===== config.mk =====
export PLATFORM = sky130hd
export DESIGN_NAME = toplayici_denetleyici
export DESIGN_NICKNAME = d
export VERILOG_FILES = /design/src/rtl/toplayici_denetleyici.sv
export SDC_FILE = /design/constraint.sdc
export NUM_CORES = 1
export LEC_CHECK = 0
export CORE_ASPECT_RATIO = 1.2
export CORE_MARGIN = 2
export CORE_UTILIZATION = 41
export DETAILED_ROUTE_END_ITERATION = 7
export GPL_ROUTABILITY_DRIVEN = 0
export GPL_TIMING_DRIVEN = 0
export HOLD_SLACK_MARGIN = 0.05
export PLACE_DENSITY_LB_ADDON = 0.12
export SLEW_MARGIN = 5
export SYNTH_ARGS = -nofsm -noshare
export SYNTH_HDL_FRONTEND = slang
export SYNTH_SLANG_ARGS = --single-unit

===== constraint.sdc =====
create_clock -name clk_i -period 38.9 [get_ports clk_i]
set_input_delay 7.78 -clock clk_i [delete_from_list [all_inputs] [get_ports clk_i]]
set_output_delay 7.78 -clock clk_i [all_outputs]
set_load 0.05 [all_outputs]

===== src/rtl/toplayici_denetleyici.sv =====
// Two-requester arbitrated adder: one shared carry-lookahead adder feeding a
// registered result with valid/ready handshake. Define SABIT_ONCELIK_EN for fixed priority.

module carry_lookahead_toplayici #(
    parameter int unsigned BIT = 32
) (
    input  logic [BIT-1:0] deger1_i,
    input  logic [BIT-1:0] deger2_i,
    input  logic           elde_i,
    output logic [BIT-1:0] toplam_o
);

    logic [BIT-1:0] uret;
    logic [BIT-1:0] yay;
    logic [BIT:0]   elde;

    assign uret = deger1_i & deger2_i;
    assign yay  = deger1_i ^ deger2_i;

    // Carries are resolved in 4-bit lookahead groups; each group only waits on its own carry-in.
    always_comb begin
        logic        t;
        int unsigned gs;
        elde    = '0;
        elde[0] = elde_i;
        for (int unsigned i = 0; i < BIT; i++) begin
            gs = i - (i % 4);
            t  = elde[gs];
            for (int unsigned j = gs; j <= i; j++) begin
                t = uret[j] | (yay[j] & t);
            end
            elde[i+1] = t;
        end
    end

    assign toplam_o = yay ^ elde[BIT-1:0];

endmodule

module toplayici_denetleyici #(
    parameter int unsigned BIT = 32
) (
    input  logic           clk_i,
    input  logic           rst_i,
    input  logic           istek0_gecerli_i,
    output logic           istek0_hazir_o,
    input  logic [BIT-1:0] istek0_deger1_i,
    input  logic [BIT-1:0] istek0_deger2_i,
    input  logic           istek0_elde_i,
    input  logic           istek1_gecerli_i,
    output logic           istek1_hazir_o,
    input  logic [BIT-1:0] istek1_deger1_i,
    input  logic [BIT-1:0] istek1_deger2_i,
    input  logic           istek1_elde_i,
    output logic           sonuc_gecerli_o,
    input  logic           sonuc_hazir_i,
    output logic [BIT-1:0] sonuc_o,
    output logic           sonuc_elde_o,
    output logic           sonuc_kimlik_o
);

    localparam logic BOSTA = 1'b0;
    localparam logic DOLU  = 1'b1;

    logic           durum;
    logic           kabul;
    logic           kazanan;
    logic           izin;
    logic [BIT-1:0] sec_deger1;
    logic [BIT-1:0] sec_deger2;
    logic           sec_elde;
    logic [BIT-1:0] toplam;
    logic           elde_cikis;

    assign kabul = ~rst_i & ((durum == BOSTA) | sonuc_hazir_i);
    assign izin  = kabul & (istek0_gecerli_i | istek1_gecerli_i);

`ifdef SABIT_ONCELIK_EN
    assign kazanan = ~istek0_gecerli_i;
`else
    logic isaretci;

    // Pointer only breaks ties; a lone requester always wins.
    assign kazanan = (istek0_gecerli_i & istek1_gecerli_i) ? isaretci : istek1_gecerli_i;

    always_ff @(posedge clk_i) begin
        if (rst_i) begin
            isaretci <= 1'b0;
        end else if (izin) begin
            isaretci <= ~kazanan;
        end
    end
`endif

    assign istek0_hazir_o = izin & ~kazanan;
    assign istek1_hazir_o = izin & kazanan;

    assign sec_deger1 = kazanan ? istek1_deger1_i : istek0_deger1_i;
    assign sec_deger2 = kazanan ? istek1_deger2_i : istek0_deger2_i;
    assign sec_elde   = kazanan ? istek1_elde_i   : istek0_elde_i;

    carry_lookahead_toplayici #(
        .BIT (BIT)
    ) u_toplayici (
        .deger1_i (sec_deger1),
        .deger2_i (sec_deger2),
        .elde_i   (sec_elde),
        .toplam_o (toplam)
    );

    assign elde_cikis = (sec_deger1[BIT-1] & sec_deger2[BIT-1])
                      | ((sec_deger1[BIT-1] | sec_deger2[BIT-1]) & ~toplam[BIT-1]);

    always_ff @(posedge clk_i) begin
        if (rst_i) begin
            durum          <= BOSTA;
            sonuc_o        <= '0;
            sonuc_elde_o   <= 1'b0;
            sonuc_kimlik_o <= 1'b0;
        end else if (izin) begin
            durum          <= DOLU;
            sonuc_o        <= toplam;
            sonuc_elde_o   <= elde_cikis;
            sonuc_kimlik_o <= kazanan;
        end else if ((durum == DOLU) && sonuc_hazir_i) begin
            durum <= BOSTA;
        end
    end

    assign sonuc_gecerli_o = (durum == DOLU);

endmodule


==> impl_metrics.yaml <==
timing:
  hold_viol: 0
  post-route-period-util: 0.588
  setup_viol: 0
  final_max_slew_viol_count: 0
  finalCriticalPeriod_ns: 22.86
  slew_headroom: 0.639
  fin_skew_ns: 0.00707
  tns_ns: 0
  setup_slack_ns: 16.04
  rsz0062_at_grt: "no"
  worst_pin_slew_ns: 0.540
  fmax_mhz: 43.7
synthesis:
  yosysTopAreaCellShare: 0.322
  synthMuxAreaShare: 0.367
  ys_seq_elements: 36
  synthCells: 228
  synthAdderAreaFrac: 0.232
  synthSimpleGateAreaFrac: 0.0941
  synth.top_cells.by_area: "mux2i_1, dfxtp_1, fa_1"
  syn_area_sq_um: 2770
  yosysSeqAreaShare: 0.261
  yosysWarnings: 0
  synthDistinctLibCells: 17
  synth-compound-area-share: 0.00317
  postSynthAreaPerCell_sq_um: 12.1
  synth_top_family_by_area: "multiplexers"
  synth_xor_area_frac: 0
  syn_nets: 395
  yosysTopAreaCell: "mux2i_1"
critical_path:
  cp-start-kind: "input pin"
  worstPathArrival_ns: 23.04
  cp-end-kind: "flip-flop"
  worst-setup-path-type: "input pin to flip-flop"
  crit_top_cell: "fa_1"
  crit_slowest_cell: "clkdlybuf4s50_1"
  cp_slowest_stage_delay_ns: 0.52
  rr_worst_depth: 37
  critical_path.max_fanout: 10
  rrSetupSlack_ns: 23.75
  worstPathRequired_ns: 39.07
  reg2reg_to: "sonuc_o[31]"
  r2r-start: "isaretci"
finish:
  final_cell_mix: "clkdlybuf4s50_1, mux2i_1, dfxtp_1"
  nets: 572
  num_antenna_cells: 0
  area_growth_syn_to_layout_pct: 69.2
  stdcell_area_sq_um: 4680
  drive_above_1_share: 0.0813
  final_core_util: 0.722
  fillCellCount: 532
  final_common_cell: "clkdlybuf4s50_1"
clocking:
  ctsResizeCount: 0
  cts_max_level: 2
  cts_buffers: 5
  cts_root_buf: "clkbuf_8"
  path_clk_slew_ns: 0.08
  cts_tree: "built"
  insertion_delay_ns: 0.28
  cts_setup_buffers: 0
  clk_path_buf_depth: 2
  clock-sinks: 36
  hold_buffers: 0
job:
  cap_violations: 0
detailed_routing:
  firstDrtPassIters: 4
  drc_errors: 0
  wl_mm: 7.45
  ant_nets: 0
  wl_per_cell_um: 15.2
  first_iter_violations: 25
  vias: 2321
  avgViaCountPerCell: 4.73
place:
  dp_slack_ns: 15.59
  io_buffers: 170
  dp_hpwl_mm: 6.38
  placed_area_sq_um: 4570
power_and_ir_drop:
  cellPowerDensity_nw_per_um2: 38.4
  p_leak_uw: 0.00201
  max-vdd-ir-drop_mv: 0.0201
worst_hold_path:
  hold_path_class: "flip-flop to flip-flop"
  holdPathStages: 2
  holdPathEnd: "sonuc_o[18]"
  min_from: "sonuc_o[18]"
die:
  die_h_um: 94.0
  initial_core_util: 0.427
  core-area_sq_um: 6490
  fp.dieW_um: 79.0
  row_count: 32
  die_area_sq_um: 7420
  ios: 172
run_status:
  status: "completed"
grt:
  grt_max_degree: 12
  grt_pass1_wl_mm: 11.7
  overflow: 0
  antenna_found_initial: 0
  grt_pass1_vias: 2527
  grt_usage: 0.204
-- how the worst max path moves through the flow --
stage	endpoint	startpoint	slack, ns
after floorplan	sonuc_o[31]	istek0_gecerli_i	16.99
after global placement	sonuc_o[31]	istek0_gecerli_i	15.67
after detailed placement	sonuc_o[31]	istek0_gecerli_i	15.59
after CTS	sonuc_o[31]	istek0_gecerli_i	15.90
after global routing	sonuc_o[31]	istek0_gecerli_i	15.46
final	sonuc_o[31]	istek0_gecerli_i	16.04
-- layout make-up --
class                           instances  area [sq um]  area share
Inverter                                2          7.51     0.00160
Multi-Input combinational cell        175          1920       0.411
Timing Repair Buffer                  170          1700       0.363
Clock inverter                          2          35.0     0.00748
Tap cell                               85           106      0.0227
Buffer                                 15           114      0.0243
Sequential cell                        36           721       0.154
Clock buffer                            6          72.6      0.0155
-- synth_stat cells, drive strengths merged --
| master | count |
|---|---|
| nor2 | 2 |
| nor2b | 6 |
| fa | 32 |
| nor3 | 2 |
| buf | 12 |
| inv | 2 |
| clkbuf | 3 |
| o21ai | 1 |
| nand2b | 31 |
| mux2i | 89 |
| mux2 | 11 |
| dfxtp | 36 |
| and2 | 1 |
-- stage by stage --
| stage | power, uW | std cells | hold slack [ns] |
|---|---|---|---|
| floorplan | 111 | 228 | 0.594 |
| global placement | 148 | 483 | 0.457 |
| detailed placement | 150 | 483 | 0.464 |
| CTS | 183 | 491 | 0.479 |
| global route | 191 | 491 | 0.495 |
| finish | 180 | 491 | 0.475 |
-- power by group --
group	internal (uW)	switching, uW
logic	44.0	54.0
registers	45.4	4.31
clock network	19.0	13.2
total	109	71.5
-- flip-flops by register name, summed over array words and instances, names as in the netlist --
name / count
isaretci: 1
sonuc_elde_o: 1
sonuc_gecerli_o: 1
sonuc_kimlik_o: 1
sonuc_o: 32
-- metal layers --
| metal | vias to the layer above | track usage | wire, um | part of all wire |
|---|---|---|---|---|
| li1 | 1128 | - | - | - |
| met1 | 1076 | 0.213 | 2660 | 0.36 |
| met2 | 108 | 0.386 | 4000 | 0.54 |
| met3 | 9 | 0.0606 | 680 | 0.091 |
| met4 | 0 | 0.0632 | 109 | 0.015 |
| met5 | - | 0 | 0 | 0 |
-- kinds of logic (layout without fill, tap and decap cells) --
group | Yosys count | count (layout)
buffers and inverters | 17 | 195
and+or+nand+nor | 42 | 42
muxes | 100 | 100
DFF | 36 | 36
adders and majority gates | 32 | 32
AOI/OAI and AO/OA | 1 | 1
-- worst max-delay path: cells and delay by family --
family,cells,cell delay (ns)
buf+inv,4,0.87
fa+ha+maj,32,13.86
compound gates,1,0.25
mux,2,0.26
Power figures use the tool's default switching activity.
